### config.mk
export PLATFORM = sky130hd
export DESIGN_NAME = intr_ctrl_n
export DESIGN_NICKNAME = d
export VERILOG_FILES = /design/src/rtl/intr_ctrl_n.sv
export SDC_FILE = /design/constraint.sdc
export NUM_CORES = 1
export LEC_CHECK = 0
export ABC_AREA = 1
export CORE_AREA = 2 2 121 123
export CTS_BUF_LIST = sky130_fd_sc_hd__clkbuf_16
export DETAILED_ROUTE_END_ITERATION = 6
export DIE_AREA = 0 0 123 125
export PLACE_DENSITY = 0.85
export SLEW_MARGIN = 20
export SYNTH_ARGS = -nofsm -noshare
export SYNTH_HDL_FRONTEND = slang
export SYNTH_SLANG_ARGS = --single-unit
### constraint.sdc
create_clock -name clk -period 3.4 [get_ports clk]
set_clock_uncertainty 0.05 [all_clocks]
set_input_delay 0.68 -clock clk [delete_from_list [all_inputs] [get_ports clk]]
set_output_delay 0.68 -clock clk [all_outputs]
set_load 0.005 [all_outputs]
### src/rtl/intr_ctrl_n.sv
// Interrupt controller: N_IRQ edge-triggered lines plus one periodic timer channel.
// Fixed priority (lowest index wins), strict-priority nesting, hardware return stack.
module intr_ctrl_n #(
  parameter int unsigned     N_IRQ    = 4,
  parameter int unsigned     PC_W     = 10,
  parameter int unsigned     STACK_D  = 8,
  parameter int unsigned     TMR_W    = 16,
  parameter logic [PC_W-1:0] VEC_BASE = 10'h3F0
) (
  input  logic                         clk,
  input  logic                         reset,
  input  logic [N_IRQ-1:0]             irq,
  input  logic [PC_W-1:0]              pc_next,
  input  logic                         ei,
  input  logic                         di,
  input  logic                         reti,
  input  logic                         mask_we,
  input  logic [N_IRQ:0]               mask_in,
  input  logic                         tmr_we,
  input  logic [TMR_W-1:0]             tmr_in,
  input  logic                         tmr_en,
  output logic                         take,
  output logic [PC_W-1:0]              vector,
  output logic [PC_W-1:0]              ret_addr,
  output logic [$clog2(N_IRQ+2)-1:0]   level,
  output logic                         err
);

  localparam int unsigned NCH = N_IRQ + 1;
  localparam int unsigned LW  = $clog2(N_IRQ + 2);
  localparam int unsigned AW  = $clog2(STACK_D);
  localparam int unsigned SPW = AW + 1;

  logic [N_IRQ-1:0] irq_q;
  logic [NCH-1:0]   pend_q, pend_d, mask_q, cand, win_oh;
  logic             gie_q, err_q;
  logic [LW-1:0]    level_q, level_d, win;
  logic             win_vld, prio_ok;
  logic [SPW-1:0]   sp_q, sp_d;
  logic             stk_full, stk_empty;
  logic [AW-1:0]    top_idx, push_idx;
  logic [TMR_W-1:0] cnt_q, cnt_d, reload_q;
  logic             fire;

  logic [PC_W-1:0]  stk_pc_q  [STACK_D];
  logic [LW-1:0]    stk_lvl_q [STACK_D];

  assign cand   = pend_q & mask_q;
  assign win_oh = cand & ~(cand - NCH'(1));

  always_comb begin
    win     = '0;
    win_vld = 1'b0;
    for (int i = int'(NCH) - 1; i >= 0; i--) begin
      if (cand[i]) begin
        win     = LW'(i);
        win_vld = 1'b1;
      end
    end
  end

  assign stk_full  = (sp_q == SPW'(STACK_D));
  assign stk_empty = (sp_q == '0);
  assign top_idx   = AW'(sp_q - SPW'(1));
  assign push_idx  = sp_q[AW-1:0];

  // Nesting only by strictly higher priority (smaller level number).
  assign prio_ok = (level_q == '0) || ((win + LW'(1)) < level_q);
  assign take    = gie_q & win_vld & prio_ok & ~stk_full & ~reti & ~reset;

  assign vector   = take ? (VEC_BASE + (PC_W'(win) << 1)) : '0;
  assign ret_addr = stk_empty ? '0 : stk_pc_q[top_idx];
  assign level    = level_q;
  assign err      = err_q;

  always_comb begin
    fire  = 1'b0;
    cnt_d = cnt_q;
    if (tmr_we) begin
      cnt_d = tmr_in;
    end else if (tmr_en) begin
      if (cnt_q != '0) begin
        cnt_d = cnt_q - TMR_W'(1);
      end else begin
        cnt_d = reload_q;
        fire  = 1'b1;
      end
    end
  end

  // A fresh event on the channel being taken survives the clear.
  always_comb begin
    pend_d = pend_q & ~(take ? win_oh : '0);
    pend_d = pend_d | {fire, irq & ~irq_q};
  end

  always_comb begin
    level_d = level_q;
    sp_d    = sp_q;
    if (take) begin
      level_d = win + LW'(1);
      sp_d    = sp_q + SPW'(1);
    end else if (reti && !stk_empty) begin
      level_d = stk_lvl_q[top_idx];
      sp_d    = sp_q - SPW'(1);
    end
  end

  always_ff @(posedge clk) begin
    if (reset) begin
      irq_q    <= '0;
      pend_q   <= '0;
      mask_q   <= '0;
      gie_q    <= 1'b0;
      level_q  <= '0;
      sp_q     <= '0;
      cnt_q    <= '0;
      reload_q <= '0;
      err_q    <= 1'b0;
    end else begin
      irq_q   <= irq;
      pend_q  <= pend_d;
      level_q <= level_d;
      sp_q    <= sp_d;
      cnt_q   <= cnt_d;
      if (mask_we) mask_q <= mask_in;
      if (di) begin
        gie_q <= 1'b0;
      end else if (ei) begin
        gie_q <= 1'b1;
      end
      if (tmr_we) reload_q <= tmr_in;
      if (reti && stk_empty) err_q <= 1'b1;
    end
  end

  // Stack contents need no reset; validity is tracked by sp_q alone.
  always_ff @(posedge clk) begin
    if (take) begin
      stk_pc_q[push_idx]  <= pc_next;
      stk_lvl_q[push_idx] <= level_q;
    end
  end

endmodule

# After elaboration in Yosys (flattened, before gate mapping)
# Memories as Yosys holds them, arrays and structs flattened.
# Index checks and enable logic that the tools add are counted.
# W data, S select, Z words.
op_classes:
  addsub: 6
  n_lt_le_gt_ge: 1
  n_eq_ne: 1
  mux: 25
  n_bitwise: 16
  reduce_logical: 10
ops:
  columns: ["op", "count"]
  rows:
  - ["$mux W16", 3]
  - ["$mux W3", 7]
  - ["$mux W10", 2]
  - ["$reduce_bool A16 Y1", 1]
  - ["$sub A16 B1 Y16 const B", 1]
  - ["$and A5 B5 Y5", 3]
  - ["$mux W1", 10]
  - ["$not A5 Y5", 2]
  - ["$mux W4", 2]
  - ["$add A5 B5 Y6 const A", 1]
  - ["$and A1 B1 Y1", 5]
  - ["$mux W5", 1]
  - ["$or A5 B5 Y5", 1]
  - ["$sub A5 B1 Y5 const B", 1]
  - ["$add A4 B1 Y4 const B", 1]
  - ["$and A4 B4 Y4", 1]
  - ["$eq A4 B4 Y1 const B", 1]
  - ["$logic_not A4 Y1", 1]
  - ["$not A4 Y4", 1]
  - ["$reduce_bool A2 Y1", 2]
  - ["$sub A4 B1 Y4 const B", 1]
  - ["$add A3 B1 Y3 const B", 1]
  - ["$logic_not A3 Y1", 1]
  - ["$lt A3 B3 Y1", 1]
  - ["other kinds (5)", 8]
totals:
  regBits: 55
  ramBits: 104
  in_bits: 43
  output_inout_bits: 25
  elab_cells: 70
  n_memories: 2
memory_table:
  columns: ["memory", "depth", "width", "rd", "rd_ports_with_merged_regs", "write_ports", "line_no", "text"]
  rows:
  - ["stk_pc_q", 8, 10, 1, 0, 1, "45", "logic [PC_W-1:0] stk_pc_q [STACK_D];"]
  - ["stk_lvl_q", 8, 3, 1, 0, 1, "46", "logic [LW-1:0] stk_lvl_q [STACK_D];"]

# Longest topological paths before layout
# Gate-level depths: netlist of the first run.
depth:
  depth_word: 17
  ltp_mapped: 19
  ltp_nobuf: 18

# Worst setup path before layout of the first run
# No wires, ideal clock.
synth_timing:
  path_kind: "flip-flop to flip-flop"
  from: "register mask_q[0]"
  to: "memory stk_lvl_q[1][0] (netlist bit) (enable)"
  setup_ns: 0.417
  arrival_ns: 3.217
  required_time_ns: 2.933
  path_slack_ns: -0.284
  stages_incl_launch_ff: 14
  n_path_buf: 1
  period_less_slack_ns: 3.684
  path_cell_list: "dfxtp_1 -> nand2_1 -> nand2_1 -> nor2_1 -> nand3_1 -> xor2_1 -> inv_1 -> ha_1 -> a21oi_1 -> nand2_2 -> nand2_2 -> nand2_1 -> buf_4 -> nor4_1"
synth_between:
  elab_chain_len: 11
  word_cells_on_any_way: 13
  classes_between: "add/sub: 1; order compare: 1; mux: 4; bitwise: 6; reduce/logical: 1"
synth_rtl:
  columns: ["item", "line_no", "text"]
  rows:
  - ["from (decl)", "35", "logic [NCH-1:0] pend_q, pend_d, mask_q, cand, win_oh;"]
  - ["from (signal assigned)", "126", "if (mask_we) mask_q <= mask_in;"]
  - ["$and A5 B5 Y5 (*)", "48", "assign cand = pend_q & mask_q;"]
  - ["$mux W3", "55", "if (cand[i]) begin"]
  - ["$add A3 B1 Y3", "68", "assign prio_ok = (level_q == '0) || ((win + LW'(1)) < level_q);"]
  - ["$lt A3 B3 Y1", "68", null]
  - ["$logic_or A1 B1 Y1", "68", null]
  - ["$and A1 B1 Y1 (*) (4 in a row)", "69", "assign take = gie_q & win_vld & prio_ok & ~stk_full & ~reti & ~reset;"]
  - ["$mux W1 (*)", "139", "if (take) begin"]
  - ["$mux W1 (not written as such) (*)", "141", "stk_lvl_q[push_idx] <= level_q;"]
  - ["to (decl)", "46", null]
# Mark *: on every way between the ends. The rest lies on a longest branch, timed or not.

# Final worst setup path of the first run
layout_timing:
  from: "register pend_q[2]"
  to: "output port vector[5]"
layout_between:
  elab_chain_len: 12
  word_cells_on_any_way: 17
  classes_between: "add/sub: 2; order compare: 1; mux: 7; bitwise: 6; reduce/logical: 1"
layout_rtl:
  columns: ["item", "line_no", "text"]
  rows:
  - ["from (decl)", "35", null]
  - ["from (signal assigned)", "122", "pend_q <= pend_d;"]
  - ["$and A5 B5 Y5 (*)", "48", null]
  - ["$mux W3 (3 in a row)", "55", null]
  - ["$add A3 B1 Y3", "68", null]
  - ["$lt A3 B3 Y1", "68", null]
  - ["$logic_or A1 B1 Y1", "68", null]
  - ["$and A1 B1 Y1 (4 in a row)", "69", null]
  - ["$mux W10 (*)", "71", "assign vector = take ? (VEC_BASE + (PC_W'(win) << 1)) : '0;"]
  - ["to (decl)", "23", "output logic [PC_W-1:0] vector,"]
# Marked as above.

==> impl_metrics.json, run 1 <==
{
  "hp-class": "reg -> reg",
  "seq_area_frac_synth_pct": 60.4,
  "cp-start-kind": "flip-flop",
  "synth_cell_types": 36,
  "synthFlopType": "edfxtp_1",
  "vias_per_cell": 5.45,
  "dp_hpwl_mm": 9.60,
  "io_buffers": 66,
  "drt_first_pass_iters": 5,
  "finalCriticalPeriod_ns": 3.34,
  "ys_warn_count": 0,
  "cts_tree": "built",
  "synth_edf_count": 104,
  "wl_per_cell_um": 15.9,
  "postSynthAreaPerCell_um2": 9.48,
  "r2r_start": "pend_q[2]",
  "min-delay-start": "irq_q[1]",
  "crit_start": "pend_q[2]",
  "htree_levels": 4,
  "start_util_pct": 49.2,
  "coreArea_um2": 14200,
  "cts_buffer_depth": 2,
  "die_w_um": 123,
  "slew_viol_final": 0,
  "fill_cells": 1111,
  "p_sw_uw": 2380,
  "fmax_mhz": 299,
  "cap_violations": 0,
  "p_sw_share_pct": 35.5,
  "cp.arrival_ns": 2.61,
  "placed_area_um2": 7900,
  "syn_area_um2": 6990,
  "grt_util_all_layers_pct": 21.5,
  "synth.most_common_cell": "nor2_1",
  "pwr-share-clk_pct": 28.7,
  "p_int_uw": 4330,
  "grt_overflow": 0,
  "final_hold_viol_count": 0,
  "syn2layout_area_growth_pct": 25.1,
  "die_h_um": 125,
  "first_iter_violations": 529,
  "die_area_um2": 15400,
  "yosys-top-cells-count": "127 x nor2_1, 120 x nand2_1, 104 x edfxtp_1",
  "relSlewSlack_pct": 40.7,
  "finish.net_count": 869,
  "tns_ns": 0,
  "clkTransAtPathRegs_ns": 0.06,
  "rows": 44,
  "cp_max_fo": 4,
  "whs_ns": 0.394,
  "drt-total-wl_mm": 16.2,
  "p_comb_share_pct": 37.7,
  "cts_root_buf": "clkbuf_16",
  "yosys.area.top_type": "edfxtp_1",
  "required_ns": 2.67,
  "layout-drive-gt1-share_pct": 14.5,
  "grt_pass1_wl_mm": 25.4,
  "clkLatencyLatePin_ns": 0.43,
  "leakage_uw": 0.00337,
  "path_delay_family": "buffers and inverters",
  "cts_buffers": 17,
  "vias": 5540,
  "antenna_found_initial": 0,
  "cp-end-kind": "output pin",
  "synth_top_area_share_pct": 44.7,
  "cts_sinks": 159,
  "ys_top_cells_by_area": "edfxtp_1 45%, dfxtp_1 16%, nor2_1 6.8%",
  "routabilityCongestion": 0.830,
  "final_antenna_net_count": 0,
  "powerDensity_nw_per_um2": 767,
  "grt_max_degree": 59,
  "setup_violations": 0,
  "reg2reg_depth": 16,
  "synth_cells": 737,
  "critPathKind": "reg -> out",
  "status": "complete, no violations",
  "syn_nets": 787,
  "diodes": 0,
  "grt_pass1_vias": 5210,
  "ys_ff_latch": 159,
  "final_cell_area_um2": 8750,
  "multi_input_area_um2": 2540,
  "cp_slowest_cell": "dfxtp_2",
  "crit_cells": 14,
  "seqPwrFrac_pct": 33.6,
  "slowest_delay_ns": 0.35,
  "ios": 68,
  "worst_slew_pin_slew_ns": 0.886,
  "async_reset_ff_share_pct": 0,
  "ff_latch_area_um2": 4230,
  "path_cells": "nand2_4 > nand2_2 > inv_2 > nor2_4 > ha_4 > xor2_2 > inv_2 > ha_4 > a21oi_2 > nand2_2 > a21boi_4 > buf_6 > buf_4 > clkdlybuf4s15_1",
  "path_buf_inv": 5,
  "fin_crit_sh_pct": 98.3,
  "ir_worst_vdd_mv": 0.453,
  "hold_depth": 1,
  "drcViolationCount": 0
}
-- routing by layer --
layer	vias to the layer above	global-route usage [%]	wire, um
li1	2685	-	-
met1	2615	27.3	6660
met2	209	35.7	8290
met3	31	5.29	884
met4	0	7.89	325
met5	-	0	0
-- per-stage QoR --
step	total power [uW]	worst slack, ns	cells	utilization, %
6_report	6710	0.0591	1016	61.6
5_1_grt	7100	-0.0420	1016	61.6
2_1_floorplan	3730	-0.284	737	-
4_1_cts	6630	-0.0503	1012	60.7
3_5_place_dp	4650	0.0425	971	55.6
3_3_place_gp	4590	0.137	971	55.6
-- layout make-up --
cell class	count	area share, %
Clock buffer	17	4.86
Tap cell	184	2.63
Timing Repair Buffer	107	11.1
Sequential cell	159	48.4
Inverter	44	1.92
Multi-Input combinational cell	490	29.0
Clock inverter	15	2.09
-- power by group through the flow --
stage               clock network, uW  logic [uW]  registers [uW]
floorplan                           0        1470            2260
global placement                    0        2300            2290
detailed placement                  0        2360            2290
CTS                              1940        2440            2250
global route                     2040        2790            2270
finish                           1920        2530            2260
-- placed cells by master, fill, tap and decap left out, drive strengths merged --
| cell | count |
|---|---|
| nand2 | 124 |
| o21a | 2 |
| clkbuf | 19 |
| nor3 | 6 |
| conb | 1 |
| dlygate4sd2 | 2 |
| ha | 7 |
| edfxtp | 104 |
| nor4 | 3 |
| nor3b | 1 |
| clkdlybuf4s50 | 56 |
| clkinv | 11 |
| o211ai | 9 |
| a31oi | 13 |
| nor2 | 129 |
| a21boi | 9 |
| buf | 41 |
| bufinv | 2 |
| a21oi | 37 |
| o22ai | 13 |
| o21ai | 90 |
| inv | 46 |
| nand3b | 2 |
| xor2 | 6 |
| clkdlybuf4s15 | 6 |
| dfxtp | 55 |
| nand3 | 32 |
| nand4 | 3 |
| xnor2 | 3 |
-- what timing repair did --
item / in CTS / in global routing
gates resized for setup: 30 / 31
pin swaps: 3 / 9
hold buffers: 0 / 0
setup buffers: 9 / 4
endpoints found under the setup margin: 11 / 20
-- cell families after synthesis --
family	Yosys count	share of synthesized area [%]
xor+xnor	9	1.13
buf+inv	88	5.69
simple gates	300	17.5
other cells	1	0.0537
compound gates	173	13.9
fa+ha+maj	7	1.25
flops	159	60.4
-- path summary, 6_finish.rpt --
path | endpoint | slack (ns)
setup reg to reg | stk_lvl_q[3][1] | 0.39
hold reg to reg | pend_q[1] | 0.39
hold / removal | pend_q[1] | 0.39
setup / recovery | vector[5] | 0.06
-- registers in the layout, summed over array words and instances (netlist names) --
| signal | cells |
|---|---|
| cnt_q | 16 |
| sp_q | 4 |
| stk_lvl_q | 24 |
| pend_q | 5 |
| gie_q | 1 |
| irq_q | 4 |
| mask_q | 5 |
| err | 1 |
| stk_pc_q | 80 |
| reload_q | 16 |
| level | 3 |
Power figures use the tool's default switching activity.
==> run 2, diff against run 1 <==
Settings changed: CORE_AREA 2 2 121 123 to 2 2 143 145, DIE_AREA 0 0 123 125 to 0 0 145 147, PLACE_DENSITY 0.85 to 0.67.
==> run 2 against run 1 <==
Setup slack gained 0.019 ns; via count shrank 1.3%; power shrank 2.0%; wire length grew 5.7%; non-clock buffer count shrank 4; global-route usage shrank 5.7 points; first-iteration DRC count shrank 30%; clock-buffer cell count is the same; critical path depth shrank 5; fmax grew 0.57%; final cell count grew 8.0%; die area grew 39%; largest cell class unchanged; highest routed layer unchanged.
==> impl_metrics.json, run 2 (same netlist as run 1, synthesis figures left out) <==
{
  "antenna_found_initial": 0,
  "largestRegisters": "stk_pc_q x80, stk_lvl_q x24",
  "clkLatencyLatePin_ns": 0.43,
  "tns_ns": 0,
  "layout_commonest_cell": "nor2_1",
  "vias_per_cell": 4.98,
  "clkTransAtPathRegs_ns": 0.07,
  "powerDensity_nw_per_um2": 749,
  "setup_violations": 0,
  "worst_slew_pin_slew_ns": 0.755,
  "cts_tree": "built",
  "die_h_um": 147,
  "cts_root_buf": "clkbuf_16",
  "grt_overflow": 0,
  "grt_max_degree": 59,
  "routabilityCongestion": 0.874,
  "rsz0062_at_grt": "yes",
  "finish.net_count": 865,
  "rr_endpoint": "stk_lvl_q[5][0]",
  "critPathKind": "reg -> out",
  "first_iter_violations": 368,
  "cp-start-kind": "flip-flop",
  "grt_pass1_wl_mm": 26.7,
  "finalPower_uw": 6570,
  "fmax_mhz": 301,
  "fin_crit_sh_pct": 97.7,
  "wl_per_cell_um": 15.6,
  "dp_hpwl_mm": 10.7,
  "coreArea_um2": 19800,
  "cp.arrival_ns": 2.59,
  "ios": 68,
  "ff2ff_setup_slack_ns": 0.53,
  "cts_sinks": 159,
  "regMostFlops": "stk_pc_q",
  "vias": 5468,
  "largest_reg_flops": 80,
  "syn2layout_area_growth_pct": 25.5,
  "drt-total-wl_mm": 17.1,
  "cts_buffers": 17,
  "finalCriticalPeriod_ns": 3.32,
  "grt_pass1_vias": 5267,
  "reg2reg_depth": 15,
  "required_ns": 2.67,
  "hp-class": "reg -> reg",
  "cap_violations": 0,
  "htree_levels": 4,
  "crit_path_end": "ret_addr[2]",
  "slew_viol_final": 0,
  "r2r_start": "pend_q[3]",
  "rows": 52,
  "start_util_pct": 35.2,
  "finalCoreUtilization_pct": 44.2,
  "drt_first_pass_iters": 5,
  "cts_buffer_depth": 2,
  "crit_start": "sp_q[1]",
  "relSlewSlack_pct": 49.5,
  "ir_worst_vdd_mv": 0.472,
  "cp_max_fo": 8,
  "grt_util_all_layers_pct": 15.9,
  "status": "complete, no violations",
  "whs_ns": 0.376,
  "die_w_um": 145,
  "layout-drive-gt1-share_pct": 13.9,
  "die_area_um2": 21300,
  "leakage_uw": 0.00337,
  "final_hold_viol_count": 0,
  "final_cell_mix": "125 x nor2_1, 113 x nand2_1, 104 x edfxtp_1",
  "drcViolationCount": 0,
  "io_buffers": 66,
  "cp-end-kind": "output pin",
  "diodes": 0,
  "final_antenna_net_count": 0
}
run 2: cell count changes in the layout (fill, tap and decap cells not counted), moves of 3 or more:
cell	delta
dfxtp_1	-3
buf_4	-3
clkinv_2	-3
dlygate4sd2_1	+6
dfxtp_2	+3
clkdlybuf4s15_1	-6
run 2: cell type report:
cell class	count	area [um2]
Clock buffer	17	425
Clock inverter	14	136
Fill cell	1858	11100
Inverter	44	168
Multi-Input combinational cell	490	2530
Sequential cell	159	4240
Tap cell	270	338
Timing Repair Buffer	103	937
run 2: report_power, final:
part	total, uW	switching [uW]	internal, uW	leakage [uW]
Clock	1830	813	1020	0.000273
Combinational	2490	1450	1040	0.00170
Sequential	2250	83.7	2170	0.00140
run 2: stage by stage:
step,setup slack (ns),cells,instance area (um2)
final,0.0779,1097,8770
after global routing,-0.0473,1097,8770
after floorplan,-0.284,737,6990
after global placement,0.127,1063,8050
after CTS,-0.169,1094,8670
after detailed placement,0.0553,1063,8050
run 2: metal layers:
layer	vias up	track usage, %	part of all wire [%]
li1	2679	-	-
met1	2627	19.2	42
met2	141	27.5	52
met3	21	3.91	4.8
met4	0	5.99	1.5
met5	-	0	0
run 2: critical path: stages (launching register included):
cell             delay, ns
dfxtp_1               0.34
inv_1                 0.06
ha_1                  0.31
inv_2                 0.15
buf_4                 0.19
o21ai_0               0.09
o22ai_1               0.16
o21ai_0               0.10
a31oi_1               0.23
clkdlybuf4s50_1       0.54
run 2: worst min path at each step:
| stage | from | endpoint | depth (start not counted) |
|---|---|---|---|
| 6_report | irq_q[1] | pend_q[1] | 1 |
| 5_1_grt | irq_q[1] | pend_q[1] | 1 |
| 4_1_cts | irq_q[1] | pend_q[1] | 1 |
| 3_5_place_dp | irq_q[1] | pend_q[1] | 1 |
| 3_3_place_gp | irq_q[1] | pend_q[1] | 1 |
| 2_1_floorplan | irq_q[1] | pend_q[1] | 1 |
run 2: repair_timing:
item,4_1_cts,5_1_grt
hold buffers,0,0
buffers inserted,0,3
endpoints found under the setup margin,14,19
gates resized for setup,33,23
pin swaps,4,8
==> run 3, diff against run 2 <==
Settings changed: SLEW_MARGIN 20 to 10.
==> results of run 3 <==
Same layout as run 2: the final DEF is identical, and so are final timing and power.
